--- config.mk ---
export PLATFORM = sky130hd
export DESIGN_NAME = sample_packer
export DESIGN_NICKNAME = d
export VERILOG_FILES = /design/src/rtl/sdr_pkg.sv /design/src/rtl/bit_accumulator.sv /design/src/rtl/sample_packer.sv
export SDC_FILE = /design/constraint.sdc
export NUM_CORES = 1
export LEC_CHECK = 0
export BUFFER_PORTS_ARGS = -buffer_cell sky130_fd_sc_hd__buf_4
export CAP_MARGIN = 20
export CORE_MARGIN = 2
export CORE_UTILIZATION = 50
export CTS_CLUSTER_DIAMETER = 60
export CTS_CLUSTER_SIZE = 10
export DETAILED_ROUTE_END_ITERATION = 10
export PLACE_DENSITY = 0.69
export SYNTH_ARGS = -nofsm -noshare
export SYNTH_HDL_FRONTEND = slang
export SYNTH_SLANG_ARGS = --single-unit
--- constraint.sdc ---
create_clock -name clk -period 4.3 [get_ports clk]
set_clock_uncertainty 0.05 [all_clocks]
set_input_delay 0.86 -clock clk [delete_from_list [all_inputs] [get_ports clk]]
set_output_delay 0.86 -clock clk [all_outputs]
set_load 0.005 [all_outputs]
--- src/rtl/sdr_pkg.sv ---
// Shared definitions for the sample datapath: width modes, the justified sample
// payload handed to the bit accumulator, and the flush FSM encoding.
package sdr_pkg;

  localparam logic [1:0] MODE_NATIVE = 2'd0;
  localparam logic [1:0] MODE_8      = 2'd1;
  localparam logic [1:0] MODE_12     = 2'd2;
  localparam logic [1:0] MODE_16     = 2'd3;

  localparam int unsigned SAMPLE_W = 16;
  localparam int unsigned WIDTH_W  = 5;
  localparam int unsigned BYTE_W   = 8;

  // Sample left-justified in SAMPLE_W bits (unused LSBs zero) plus its bit count
  typedef struct packed {
    logic [SAMPLE_W-1:0] data;
    logic [WIDTH_W-1:0]  width;
  } sample_t;

  typedef enum logic [1:0] {
    FLUSH_IDLE,
    FLUSH_PENDING,
    FLUSH_PAD
  } flush_state_e;

  function automatic logic [WIDTH_W-1:0] width_for_mode(input logic [1:0] mode,
                                                        input int unsigned in_width);
    case (mode)
      MODE_8:  return WIDTH_W'(8);
      MODE_12: return WIDTH_W'(12);
      MODE_16: return WIDTH_W'(16);
      default: return WIDTH_W'(in_width);
    endcase
  endfunction

endpackage

--- src/rtl/bit_accumulator.sv ---
// MSB-aligned bit accumulator: pops one byte per cycle when >= 8 bits are held,
// appends whole samples below the remaining bits, and pads out a partial byte.
module bit_accumulator
  import sdr_pkg::*;
#(
  parameter int unsigned ACC_BITS = 32
) (
  input  logic                             clk,
  input  logic                             nreset,
  input  logic                             push_req,
  input  sample_t                          push,
  input  logic                             pad_req,
  output logic                             accept_c,
  output logic                             pad_c,
  output logic [$clog2(ACC_BITS+1)-1:0]    fill,
  output logic                             byte_valid,
  output logic [BYTE_W-1:0]                byte_data,
  output logic                             busy
);

  localparam int unsigned FILL_W = $clog2(ACC_BITS + 1);
  localparam int unsigned CMP_W  = FILL_W + 1;

  logic [ACC_BITS-1:0] acc, acc_next, acc_shift, append;
  logic [CMP_W-1:0]    fill_x, remain;
  logic [FILL_W-1:0]   fill_next;
  logic                emit_c;

  // Bits below fill are always zero, so a pad pop is simply the top byte
  always_comb begin
    fill_x    = CMP_W'(fill);
    emit_c    = fill_x >= CMP_W'(BYTE_W);
    remain    = emit_c ? fill_x - CMP_W'(BYTE_W) : fill_x;
    accept_c  = push_req && ((remain + CMP_W'(push.width)) <= CMP_W'(ACC_BITS));
    pad_c     = pad_req && !emit_c && !accept_c && (fill != '0);
    acc_shift = emit_c ? (acc << BYTE_W) : acc;
    append    = (ACC_BITS'(push.data) << (ACC_BITS - SAMPLE_W)) >> remain;
    acc_next  = acc_shift | (accept_c ? append : '0);
    fill_next = FILL_W'(remain + (accept_c ? CMP_W'(push.width) : '0));
    if (pad_c) begin
      acc_next  = '0;
      fill_next = '0;
    end
  end

  always_ff @(posedge clk or negedge nreset) begin
    if (!nreset) begin
      acc        <= '0;
      fill       <= '0;
      byte_valid <= 1'b0;
      byte_data  <= '0;
      busy       <= 1'b0;
    end else begin
      acc        <= acc_next;
      fill       <= fill_next;
      byte_valid <= emit_c || pad_c;
      if (emit_c || pad_c) begin
        byte_data <= acc[ACC_BITS-1 -: BYTE_W];
      end
      busy       <= fill_next != '0;
    end
  end

endmodule

--- src/rtl/sample_packer.sv ---
// Packs IN_WIDTH-bit ADC samples into an MSB-first byte stream with a runtime
// width mode, partial-byte flush and sticky overflow on dropped samples.
module sample_packer
  import sdr_pkg::*;
#(
  parameter int unsigned IN_WIDTH = 14,
  parameter int unsigned ACC_BITS = 32
) (
  input  logic                clk,
  input  logic                nreset,
  input  logic                in_valid,
  input  logic [IN_WIDTH-1:0] in_data,
  input  logic [1:0]          mode,
  input  logic                flush,
  input  logic                ovf_clear,
  output logic                out_valid,
  output logic [BYTE_W-1:0]   out_data,
  output logic                overflow,
  output logic                busy
);

  localparam int unsigned FILL_W = $clog2(ACC_BITS + 1);

  logic [1:0]          mode_q;
  flush_state_e        state_q, state_next;
  sample_t             sample_c;
  logic [SAMPLE_W-1:0] left_just_c, mask_c;
  logic [FILL_W-1:0]   fill;
  logic                accept_c, pad_c, pad_req_c;

  // Justify the raw sample to 16 bits, then keep only the mode's top bits
  always_comb begin
    left_just_c = SAMPLE_W'(in_data) << (SAMPLE_W - IN_WIDTH);
    case (mode_q)
      MODE_8:  mask_c = 16'hFF00;
      MODE_12: mask_c = 16'hFFF0;
      default: mask_c = 16'hFFFF;
    endcase
    sample_c.data  = left_just_c & mask_c;
    sample_c.width = width_for_mode(mode_q, IN_WIDTH);
  end

  bit_accumulator #(
    .ACC_BITS (ACC_BITS)
  ) u_acc (
    .clk        (clk),
    .nreset     (nreset),
    .push_req   (in_valid),
    .push       (sample_c),
    .pad_req    (pad_req_c),
    .accept_c   (accept_c),
    .pad_c      (pad_c),
    .fill       (fill),
    .byte_valid (out_valid),
    .byte_data  (out_data),
    .busy       (busy)
  );

  // Mode only changes on an empty, idle accumulator so a stream never mixes widths
  always_ff @(posedge clk or negedge nreset) begin
    if (!nreset) begin
      mode_q   <= MODE_NATIVE;
      overflow <= 1'b0;
      state_q  <= FLUSH_IDLE;
    end else begin
      if ((fill == '0) && !in_valid) begin
        mode_q <= mode;
      end
      if (in_valid && !accept_c) begin
        overflow <= 1'b1;
      end else if (ovf_clear) begin
        overflow <= 1'b0;
      end
      state_q <= state_next;
    end
  end

  // Flush request toward the accumulator; kept apart from the next-state logic
  always_comb begin
    pad_req_c = 1'b0;
    case (state_q)
      FLUSH_PENDING: pad_req_c = 1'b1;
      default:       pad_req_c = flush && (fill != '0);
    endcase
  end

  always_comb begin
    state_next = state_q;
    case (state_q)
      FLUSH_PENDING: begin
        if (pad_c) begin
          state_next = FLUSH_PAD;
        end else if (fill == '0) begin
          state_next = FLUSH_IDLE;
        end
      end
      default: begin
        if (pad_req_c) begin
          state_next = pad_c ? FLUSH_PAD : FLUSH_PENDING;
        end else begin
          state_next = FLUSH_IDLE;
        end
      end
    endcase
  end

endmodule

# Word-level counts from Yosys, hierarchy flattened
# Cells that the tools add are included.
dict set report word_totals {
  reg_bits 53
  in_bits 21
  out_inout_bits 11
}
dict set report classes {
  addsub 3
  n_lt_le_gt_ge 2
  eq_ne 5
  n_shift 1
  mux 16
  bitwise_logic 2
  n_reduce_logical 15
}
# op count
set ops {}
lappend ops {{two-way mux 32 bit} 3}
lappend ops {{bitwise OR 32 bit} 1}
lappend ops {{>> shifter 32 x 7 -> 32 bit} 1}
lappend ops {{bitwise AND 16 bit} 1}
lappend ops {{case mux 8 bit (2 select lines)} 1}
lappend ops {{case mux 5 bit (3 select lines)} 1}
lappend ops {{nonzero test 6 bit} 2}
lappend ops {{two-way mux 2 bit} 5}
lappend ops {{adder 7 x 5 -> 7 bit} 1}
lappend ops {{less-or-equal comparator 7 x 6 -> 1 bit (second input constant)} 1}
lappend ops {{logical AND 1 bit} 7}
lappend ops {{two-way mux 7 bit} 1}
lappend ops {{subtractor 6 x 4 -> 7 bit (second input constant)} 1}
lappend ops {{adder 6 bit} 1}
lappend ops {{>= comparator 6 x 4 -> 1 bit (second input constant)} 1}
lappend ops {{zero test 6 bit} 1}
lappend ops {{two-way mux 6 bit} 1}
lappend ops {{two-way mux 5 bit} 1}
lappend ops {{== test 2 x 1 -> 1 bit (second input constant)} 2}
lappend ops {{== test 2 bit (second input constant)} 2}
lappend ops {{zero test 1 bit} 3}
lappend ops {{two-way mux 1 bit} 3}
lappend ops {{!= test 3 bit (second input constant)} 1}
lappend ops {{nonzero test 2 bit} 1}
lappend ops {{logical OR 1 bit} 1}

# Longest topological paths before layout
# Gate-level depths: netlist (run 1).
dict set report depth {
  ltp_word 11
  mapped_depth 24
}

# By module
# Synthesis (run 1) repeated with hierarchy kept, for this count alone.
dict set report hier_totals {
  hier_cells 465
  hier_area_um2 4164.0
}
# module n_inst cells_each area_per_inst_um2 seq_area_each_um2
set by_module_without_submodules {}
lappend by_module_without_submodules {bit_accumulator 1 428 3807.4 1201.2}
lappend by_module_without_submodules {sample_packer 1 37 356.6 125.1}

# Worst setup path after synthesis (run 1)
# Ideal clock, no wire load.
dict set report synth_timing {
  kind {reg-to-reg}
  start {reg u_acc.fill[4]}
  end {reg u_acc.busy}
  setup_time_ps 88
  arrival_time_ps 4491
  setup_slack_ps -330
  path_stages_with_launch 23
  path_buffers 2
  synth_period_minus_slack_ps 4630
  path_cell_list {dfrtp_1 -> inv_1 -> ha_1 -> or4b_1 -> buf_2 -> o21ai_4 -> mux2_4 -> inv_2 -> clkbuf_1 -> ha_1 -> o21a_1 -> or3_1 -> nand3_1 -> and3_1 -> and2_1 -> ha_1 -> inv_1 -> fa_1 -> inv_1 -> a21o_1 -> a21oi_1 -> xor2_1 -> a41oi_1}
}
dict set report synth_via {
  elab_chain_len 10
  word_cells_on_any_way 18
}
# item line_no
set synth_rtl {}
lappend synth_rtl {{start: declaration} bit_accumulator.sv:15} ;# output logic [$clog2(ACC_BITS+1)-1:0] fill,
lappend synth_rtl {{start signal: assignment} bit_accumulator.sv:55} ;# fill <= fill_next;
lappend synth_rtl {{parallel branches: the longest is 8 deep, another holds subtractor 6 x 4 -> 7 bit} n/a}
lappend synth_rtl {{two-way mux 6 bit *} bit_accumulator.sv:40} ;# if (pad_c) begin
lappend synth_rtl {{nonzero test 6 bit *} bit_accumulator.sv:60} ;# busy <= fill_next != '0;
lappend synth_rtl {{end signal: assignment} bit_accumulator.sv:52} ;# busy <= 1'b0;
lappend synth_rtl {{end signal: assignment} bit_accumulator.sv:60}
lappend synth_rtl {{end: declaration} bit_accumulator.sv:18} ;# output logic busy
# Mark *: on every way between the ends.
# A chain may end at the register's enable or synchronous reset.

# Worst setup path in the final report (run 1)
dict set report layout_timing {
  start {reg u_acc.fill[4]}
  end {reg u_acc.fill[5]}
}
dict set report layout_via {
  elab_chain_len 9
  word_cells_on_any_way 17
}
# item line_no
set layout_rtl {}
lappend layout_rtl {{parallel branches: the longest is 8 deep, another holds subtractor 6 x 4 -> 7 bit} n/a}
lappend layout_rtl {{two-way mux 6 bit *} bit_accumulator.sv:40}
lappend layout_rtl {{via u_acc.fill_next[5]} bit_accumulator.sv:26} ;# logic [FILL_W-1:0] fill_next;
# Mark *: on every way through the listed nets, which the timed path passes.

==> results of run 1 <==
[cell type report]
class                           count  area [um2]  share of cell area, %
Inverter                           19       76.32                  1.675
Clock inverter                      2       15.01                 0.3296
Sequential cell                    53        1328                  29.14
Timing Repair Buffer               57       427.9                  9.393
Multi-Input combinational cell    355        2509                  55.07
Clock buffer                        6       72.57                  1.593
Tap cell                          102       127.6                  2.801
[per-layer routing]
layer | global-route usage [%] | vias to the layer above
met5 | 0 | -
met4 | 5.147 | 0
met3 | 3.824 | 16
met2 | 43.25 | 155
met1 | 37.77 | 1743
li1 | - | 1740
[through the flow]
step	total power [uW]	util, %
after floorplan	2891	-
final	4253	59.26
after global placement	3604	56.64
after CTS	3959	57.78
after global routing	4585	59.26
after detailed placement	3664	56.64
[how the worst max path moves through the flow]
stage / start / endpoint / slack (ps) / depth (start not counted)
2_1_floorplan: u_acc.fill[4]$_DFF_PN0_ / u_acc.busy$_DFF_PN0_ / 8 / 22
6_report: u_acc.fill[4]$_DFF_PN0_ / u_acc.fill[5]$_DFF_PN0_ / 150 / 21
4_1_cts: u_acc.fill[4]$_DFF_PN0_ / u_acc.busy$_DFF_PN0_ / 30 / 20
5_1_grt: u_acc.fill[4]$_DFF_PN0_ / u_acc.busy$_DFF_PN0_ / -50 / 20
3_3_place_gp: u_acc.fill[4]$_DFF_PN0_ / u_acc.busy$_DFF_PN0_ / 250 / 20
3_5_place_dp: u_acc.fill[4]$_DFF_PN0_ / u_acc.busy$_DFF_PN0_ / 50 / 20
[power by group]
part	internal [uW]	total (uW)	switching (uW)
combinational	1260	3160	1900
sequential	687	801	114
clock	115	293	178
total	2070	4250	2190
[cell families after synthesis]
family / after synthesis / share of synthesized area, %
multiplexers: 40 / 11.58
flip-flops: 53 / 33.73
AO/OA/AOI/OAI: 119 / 20.46
XOR/XNOR: 5 / 1.114
AND/OR/NAND/NOR: 174 / 21.76
adder cells (fa/ha/maj): 17 / 5.791
buffers and inverters: 51 / 5.568
[worst register-to-register path: cells and delay by family (launching register included)]
kind,cells,cell delay [ps]
AO/OA/AOI/OAI,4,470
XOR/XNOR,1,180
adder cells (fa/ha/maj),4,850
buffers and inverters,5,410
flip-flops,1,400
multiplexers,1,340
AND/OR/NAND/NOR,6,1330
[sequential cells by signal (all words and copies together) (netlist names)]
name / cells
u_acc.acc: 32
u_acc.byte_data: 8
u_acc.fill: 6
mode_q: 2
state_q: 2
overflow: 1
u_acc.busy: 1
u_acc.byte_valid: 1
[cell usage in the layout, fill, tap and decap left out, types with 9 or more instances in the layout]
master	count
nand3_1	16
nand2_1	59
buf_4	57
mux2_2	10
nor3_1	14
o21ai_0	22
nor2b_1	9
dfrtp_1	52
mux2i_1	26
o31ai_1	11
inv_1	13
a21oi_1	22
nor2_1	36
ha_1	11
a31oi_1	17
[what timing repair did]
action / CTS / global route
buffers inserted: 0 / 4
hold buffers: 0 / 0
resized for setup: 0 / 18
endpoints found under the setup margin: 0 / 2
==> reports/qor.csv, run 1 <==
metric;value;unit
critPathLaunchType;register;
cts_root_buf;clkbuf_8;
synth.distinct_cells;64;
leakage;0.001933;uW
grt_pass1_vias;3492;
fin_crit_sh;96.51;%
endpoint_kind;register;
drtAntennaViolNets;0;
ys_async_sr_fraction;100.0;%
cts_made_buffers;5;
synth.cell_area;3933;um2
ios;32;
worstSetupPathType;reg -> reg;
dr.first_iter.drc_count;298;
start_util;51.16;%
top_layer;met4;
met3_length;664;um
dieArea;8591;um2
rsz0062_at_grt;yes;
max_cap_viol_count;0;
worstReg2RegEnd;u_acc.fill[5]$_DFF_PN0_;
port_buffers;31;
grt_pass1_wl;17.91;mm
routed-wl-met2;5.191;mm
reg2regPathDepth;21;
via_per_inst;6.152;
dp.cells;582;
syn_nets;497;
ys_ff_latch;53;
clock_latency;310;ps
synth_area_leaders;dfrtp_1, mux2i_1, nand2_1, ha_1, nor2_1;
first_pass_iters;6;
yosysMostFrequentCell;nand2_1;
critPathMaxStageDelay;470;ps
synth_edf_count;0;
yosys_warnings;0;
slew_headroom;46.76;%
power_density;933.5;nW/um2
cts_tree;yes;
hold_viol;0;
crit_fanout;6;
dpl-instance-area;4354;um2
final_area;4556;um2
setup_viol;0;
hp-class;reg -> reg;
slowest_stage;or4b_4;
dp_hpwl;7.975;mm
die_w;92.69;um
dominantRegCellSynth;dfrtp_1;
fillCellCount;719;
r2r_start;u_acc.fill[4]$_DFF_PN0_;
final_cells;594;
htreeDepth;2;
min_path_cells;1;
r2r_slack;150;ps
cp_cell_sequence;inv_2, ha_4, or4b_4, o21ai_4, mux2_4, inv_4, ha_4, o21a_1, or3_1, nand3_2, and3_4, and2_4, ha_4, inv_2, fa_2, inv_2, a21o_1, a21oi_2, xor2_1, buf_4, nor2_1;
wl_met1;5.112;mm
status;complete, no violations;
drv_slew;0;
rows;32;
avgSynthCellArea;8.568;um2
grt_start_max_net_pins;54;
core;7687;um2
synth_top_cell_by_area;dfrtp_1;
num_vias;3654;
syn_inst;459;
tightestPinTransition;791.3;ps
wl_per_cell;18.73;um
hold_end;u_acc.acc[3]$_DFF_PN0_;
hold_start;u_acc.acc[3]$_DFF_PN0_;
remaining_drc_errors;0;
required;4460;ps
syn2layout_area_growth;15.84;%
synthTopCellsByCount;nand2_1, dfrtp_1, nor2_1;
grt_overflow;0;
fin_tns_setup;0;ps
cts.clk_slew.worst_paths;110;ps
finalWeightedCongestion;0.9088;
grt_usage;26.45;%
cpLargestDelayFamily;simple AND/OR/NAND/NOR gates;
final_nets;529;
n_antenna_cell;0;
dp_slack;54.71;ps
ir_worst_vdd;0.6108;mV
fp.dieH;92.69;um
drive_gt1_share;21.75;%
crit_buf_inv;5;
wl;11.12;mm
synth_top_area_share;33.73;%
ys_seq_area_share;33.73;%
worst_slack;150.0;ps
cts_sinks;53;
hold_slack;456.1;ps
clockBufferDepth;2;
period_minus_slack;4150;ps
antenna_found_initial;0;
cp.arrival;4310;ps
fmax;241.0;MHz
Power figures use the tool's default switching activity.
==> run 2: changes to the inputs <==
--- a/config.mk
+++ b/config.mk
@@ -7,6 +7,7 @@
 export LEC_CHECK = 0
 export BUFFER_PORTS_ARGS = -buffer_cell sky130_fd_sc_hd__buf_4
 export CAP_MARGIN = 20
+export CORE_ASPECT_RATIO = 0.7
 export CORE_MARGIN = 2
 export CORE_UTILIZATION = 50
 export CTS_CLUSTER_DIAMETER = 60
==> reports/qor.csv, run 2 (synthesis results as in run 1) <==
metric;value;unit;change
cts_made_buffers;5;;unchanged
wl_per_cell;19.18;um;+2.4%
fin_crit_sh;97.58;%;+1.1 points
power;4421;uW;+4.0%
drive_gt1_share;22.67;%;+0.92 points
grt_start_max_net_pins;54;;unchanged
grt_pass1_wl;18.29;mm;+2.1%
cts.clk_slew.worst_paths;110;ps;about the same
hold_viol;0;;unchanged
htreeDepth;2;;unchanged
cts_tree;yes;;
largest_register_ffs;32;;unchanged
start_util;50.83;%;-0.32 points
r2r_start;u_acc.fill[4]$_DFF_PN0_;;
final_cell_mix;nand2_1, buf_4, dfrtp_1;;
wl;11.41;mm;+2.6%
port_buffers;31;;unchanged
r2r_slack;100;ps;-50 ps
ir_worst_vdd;0.4593;mV;-25%
seq_area;1326;um2;about the same
antenna_found_initial;0;;unchanged
final_cells;595;;+0.17%
drv_slew;0;;unchanged
grt_usage;27.74;%;+1.3 points
num_vias;3719;;+1.8%
rows;27;;-16%
power_density;957.8;nW/um2;+2.6%
worstReg2RegEnd;u_acc.busy$_DFF_PN0_;;
n_antenna_cell;0;;unchanged
multi_input_area;2509;um2;unchanged
slew_headroom;41.29;%;-5.5 points
dp_hpwl;8.342;mm;+4.6%
fillCellCount;680;;-5.4%
tightestPinTransition;878.8;ps;+87.50 ps
final_core_util;59.66;%;+0.40 points
core;7736;um2;+0.63%
grt_pass1_vias;3500;;+0.23%
fmax;238.3;MHz;-1.1%
die_w;110;um;+19%
largest-register;u_acc.acc;;
max_cap_viol_count;0;;unchanged
worstSetupPathType;reg -> reg;;
via_per_inst;6.250;;+1.6%
leakage;0.001975;uW;+2.2%
cts_sinks;53;;unchanged
ios;32;;unchanged
required;4440;ps;-20 ps
drtAntennaViolNets;0;;unchanged
setup_viol;0;;unchanged
cp.arrival;4340;ps;+30 ps
grt_overflow;0;;unchanged
hp-class;reg -> reg;;
fp.dieH;78.20;um;-16%
status;complete, no violations;;
reg2regPathDepth;20;;-4.8%
dieArea;8602;um2;+0.13%
cts_root_buf;clkbuf_8;;
top_regs;u_acc.acc: 32 flops, u_acc.byte_data: 8 flops, u_acc.fill: 6 flops;;
critPathLaunchType;register;;
remaining_drc_errors;0;;unchanged
dr.first_iter.drc_count;368;;+23%
crit_path_start;u_acc.fill[4]$_DFF_PN0_;;
final_nets;531;;+0.38%
period_minus_slack;4196;ps;+45.85 ps
clock_latency;330;ps;+20 ps
crit_fanout;6;;unchanged
setup.worst_path.end;u_acc.busy$_DFF_PN0_;;
clockBufferDepth;2;;unchanged
finalWeightedCongestion;0.9691;;+6.6%
hold_slack;440.6;ps;-15.44 ps
syn2layout_area_growth;17.37;%;
first_pass_iters;5;;-1
endpoint_kind;register;;
dp.cells;581;;-0.17%
[run 2: timing repair]
item,in CTS,in global routing
hold buffers,0,0
setup endpoints to repair,0,2
gates resized for setup,0,18
setup buffers,0,6
[run 2: how the worst min path moves through the flow]
stage	startpoint	cells past startpoint	slack, ps	end
after floorplan	u_acc.acc[3]$_DFF_PN0_	1	400	u_acc.acc[3]$_DFF_PN0_
after global placement	u_acc.acc[3]$_DFF_PN0_	1	410	u_acc.acc[3]$_DFF_PN0_
after detailed placement	u_acc.acc[3]$_DFF_PN0_	1	420	u_acc.acc[3]$_DFF_PN0_
after CTS	u_acc.acc[3]$_DFF_PN0_	1	450	u_acc.acc[3]$_DFF_PN0_
after global routing	u_acc.acc[3]$_DFF_PN0_	1	460	u_acc.acc[3]$_DFF_PN0_
final	u_acc.acc[3]$_DFF_PN0_	1	440	u_acc.acc[3]$_DFF_PN0_
[run 2: layout make-up]
| type | instances | share of cell area, % |
|---|---|---|
| Multi-Input combinational cell | 355 | 54.35 |
| Sequential cell | 53 | 28.73 |
| Timing Repair Buffer | 59 | 9.596 |
| Tap cell | 101 | 2.738 |
| Inverter | 19 | 1.599 |
| Clock buffer | 5 | 1.491 |
| Clock inverter | 3 | 1.491 |
[run 2: power breakdown]
part	leakage (uW)	switching (uW)	internal, uW
sequential	0.000695	106	686
combinational	0.00121	1930	1280
clock	0.0000687	187	235
total	0.00198	2220	2200
[run 2: through the flow]
| step | TNS [ps] | setup WS [ps] | instance area, um2 |
|---|---|---|---|
| global route | -17.62 | -17.62 | 4616 |
| floorplan | 0 | 7.928 | 3984 |
| CTS | 0 | 4.111 | 4491 |
| global placement | 0 | 242.5 | 4353 |
| finish | 0 | 104.2 | 4616 |
| detailed placement | 0 | 44.75 | 4353 |
[run 2: metal layers]
metal	wire length, um	vias to the layer above	track usage (%)
li1	-	1741	-
met1	5463	1788	42.60
met2	4796	167	39.69
met3	975	23	5.731
met4	177	0	6.329
met5	0	-	0
[run 2: critical path, stage by stage (launching register included)]
cell and delay, ps:
dfrtp_1 410, inv_2 90, ha_4 150, or4b_4 480, o21ai_4 160, mux2_4 340, inv_4 70, ha_4 220
o21a_1 130, or3_4 400, nand3_4 90, and3_4 180, and2_4 140, ha_4 120, inv_2 40, fa_2 370
inv_2 60, a21o_1 140, a21oi_2 70, xor2_1 200, a41oi_2 150
==> run 3: changes to the inputs <==
--- a/config.mk
+++ b/config.mk
@@ -13,7 +13,8 @@
 export CTS_CLUSTER_DIAMETER = 60
 export CTS_CLUSTER_SIZE = 10
 export DETAILED_ROUTE_END_ITERATION = 10
-export PLACE_DENSITY = 0.69
+export PLACE_DENSITY = 0.81
 export SYNTH_ARGS = -nofsm -noshare
 export SYNTH_HDL_FRONTEND = slang
+export SYNTH_HIERARCHICAL = 1
 export SYNTH_SLANG_ARGS = --single-unit
==> reports/qor.csv, run 3 <==
metric;value;unit;change
status;finished with violations;;
violations;design-rule violations;;
cp.arrival;4210;ps;-130 ps
fin_crit_sh;95.42;%;-2.2 points
grt_pass1_wl;18.96;mm;+3.7%
clockBufferDepth;2;;unchanged
grt_start_max_net_pins;54;;unchanged
cts_tree;yes;;
ys_seq_area_share;31.85;%;-1.9 points
largest-register;u_acc/acc;;
grt_pass1_vias;3572;;+2.1%
drv_slew;0;;unchanged
hp-class;reg -> reg;;
num_vias;3820;;+2.7%
syn_inst;465;;+1.3%
cts_sinks;53;;unchanged
met3_usage;6.642;%;+0.91 points
setup_viol;0;;unchanged
synth_top_area_share;31.85;%;-1.9 points
slowest_stage;fa_1;;
use_met1;40.33;%;-2.3 points
rows;27;;unchanged
crit_fanout;6;;unchanged
cts_root_buf;clkbuf_16;;
via_per_inst;6.346;;+1.5%
hold_viol;0;;unchanged
worstReg2RegEnd;u_acc/busy$_DFF_PN0_;;
synthTopCellsByCount;nand2_1, dfrtp_1, a31oi_1, inv_1, mux2i_1;;
cts.clk_slew.worst_paths;80;ps;-30 ps
hold_start;u_acc/acc[25]$_DFF_PN0_;;
ios;32;;unchanged
cts_hold_buf;0;;unchanged
antenna_found_initial;0;;unchanged
grt_overflow;0;;unchanged
start_util;52.23;%;+1.4 points
htreeDepth;2;;unchanged
layout.cells.most_common;nand2_1;;
rsz0062_at_grt;no;;
avgSynthCellArea;8.955;um2;+4.5%
ys_ff_latch;53;;unchanged
final_cell_mix;nand2_1, dfrtp_1, buf_4;;
grt_usage;26.56;%;-1.2 points
endpoint_kind;register;;
die_w;113.1;um;+2.8%
synth.distinct_cells;59;;-7.8%
drtAntennaViolNets;0;;unchanged
hold_end;u_acc/byte_data[1]$_DFFE_PN0P_;;
cts_made_buffers;5;;unchanged
fin_tns_setup;0;ps;unchanged
synth.cell_area;4164;um2;+5.9%
yosys_warnings;6;;+6
largest_register_ffs;32;;unchanged
yosysMostFrequentCell;nand2_1;;
first_pass_iters;8;;+3
critPathMaxStageDelay;450;ps;-30 ps
core;7973;um2;+3.1%
dr.first_iter.drc_count;439;;+19%
top_regs;u_acc/acc: 32 flops, u_acc/byte_data: 8 flops, u_acc/fill: 6 flops;;
n_antenna_cell;0;;unchanged
remaining_drc_errors;3;;+3
worstSetupPathType;reg -> reg;;
drive_gt1_share;19.76;%;-2.9 points
synth_edf_count;0;;unchanged
crit_buf_inv;1;;-3
ys_async_sr_fraction;100.0;%;unchanged
min_path_cells;1;;unchanged
wl_per_cell;19.11;um;-0.39%
reg2regPathDepth;15;;-25%
max_cap_viol_count;0;;unchanged
finalWeightedCongestion;0.9906;;+2.2%
synth_top_cell_by_area;dfrtp_1;;
critPathLaunchType;register;;
r2r_start;mode_q[0]$_DFFE_PN0P_;;
syn2layout_area_growth;12.74;%;
fp.dieH;80.35;um;+2.7%
met2_usage;38.74;%;-0.95 points
period_minus_slack;4103;ps;-92.95 ps
final_nets;540;;+1.7%
dominantRegCellSynth;dfrtp_1;;
dieArea;9086;um2;+5.6%
grt-busiest-layer;met1;;
cp_cell_sequence;inv_1, ha_1, or2_2, ha_1, a211oi_1, o21bai_1, a211oi_1, o22ai_1, and3_1, and2_1, fa_1, a21o_1, a21oi_1, xor2_1, a41oi_1;;
fmax;243.7;MHz;+2.3%
slew_headroom;27.02;%;-14 points
required;4410;ps;-30 ps
tightestPinTransition;1091;ps;+211.8 ps
cpLargestDelayFamily;compound AO/OA/AOI/OAI gates;;
dp_hpwl;8.391;mm;+0.59%
wl;11.50;mm;+0.78%
synth_area_leaders;dfrtp_1, nand2_1, mux4_2, ha_1, mux2i_1;;
clock_latency;290;ps;-40 ps
port_buffers;31;;unchanged
r2r_slack;200;ps;+90 ps
run 3: changes by cell type after synthesis, moves of 5 or more:
cell,delta
nor2_1,-20
nand2_1,+12
o22ai_1,+12
a21oi_1,-11
o31ai_1,-11
and2_1,+8
clkbuf_1,-8
mux4_2,+7
o21ai_0,-7
a22oi_1,+6
a31oi_1,+6
inv_1,+6
mux2i_1,-6
nor2b_1,+5
run 3: worst max-delay path by stage:
stage / start / endpoint / depth (start not counted)
2_1_floorplan: u_acc/fill[3]$_DFF_PN0_ / u_acc/busy$_DFF_PN0_ / 21
3_3_place_gp: u_acc/fill[3]$_DFF_PN0_ / u_acc/busy$_DFF_PN0_ / 18
3_5_place_dp: u_acc/fill[1]$_DFF_PN0_ / u_acc/busy$_DFF_PN0_ / 15
4_1_cts: u_acc/fill[1]$_DFF_PN0_ / u_acc/busy$_DFF_PN0_ / 15
5_1_grt: mode_q[0]$_DFFE_PN0P_ / u_acc/busy$_DFF_PN0_ / 15
6_report: mode_q[0]$_DFFE_PN0P_ / u_acc/busy$_DFF_PN0_ / 15
run 3: cell type report:
type	instances	area, um2
inverter	25	93.84
clock buffer	6	128.9
tap	101	126.4
fill	698	3278
clock inverter	2	13.76
sequential	53	1328
timing repair buffer	46	350.3
multi-input combinational	369	2654
run 3: logic make-up after synthesis:
group                    Yosys count  synth area share (%)
other                              1               0.09006
buffers and inverters             52                 5.739
XOR/XNOR                           8                 1.683
adder cells (fa/ha/maj)           19                 6.070
AND/OR/NAND/NOR                  175                 21.39
flip-flops                        53                 31.85
multiplexers                      47                 15.08
AO/OA/AOI/OAI                    110                 18.09
run 3: stage by stage:
stage | hold WS [ps] | std cells | setup WS, ps | area, um2 | utilization (%)
finish | 457.3 | 602 | 197.1 | 4695 | 58.88
global route | 478.7 | 602 | 1.794 | 4695 | 58.88
CTS | 459.1 | 601 | 245.8 | 4674 | 58.63
detailed placement | 442.0 | 593 | 286.8 | 4532 | 56.84
global placement | 440.5 | 593 | 479.4 | 4532 | 56.84
floorplan | 429.2 | 474 | 26.67 | 4222 | -
run 3: routing by layer:
metal	share of wire [%]	up-vias
met4	0.82	0
li1	-	1762
met3	11	16
met1	46	1820
met2	42	222
met5	0	-
run 3: worst reg2reg max path: stages (launching register included):
cell,delay [ps]
dfrtp_1,420
inv_1,90
ha_1,260
or2_2,330
ha_1,230
a211oi_1,340
o21bai_1,160
a211oi_1,390
o22ai_1,110
and3_1,250
and2_1,210
fa_1,450
a21o_1,180
a21oi_1,190
xor2_1,200
a41oi_1,120
run 3: repair_timing:
| item | in CTS | in global routing |
|---|---|---|
| endpoints found under the setup margin | 0 | 2 |
| resized for setup | 0 | 2 |
| buffers inserted | 0 | 0 |
Power of run 3 is not shown: default switching activity piles up to over one toggle a cycle in this logic, so the estimate is an artifact.
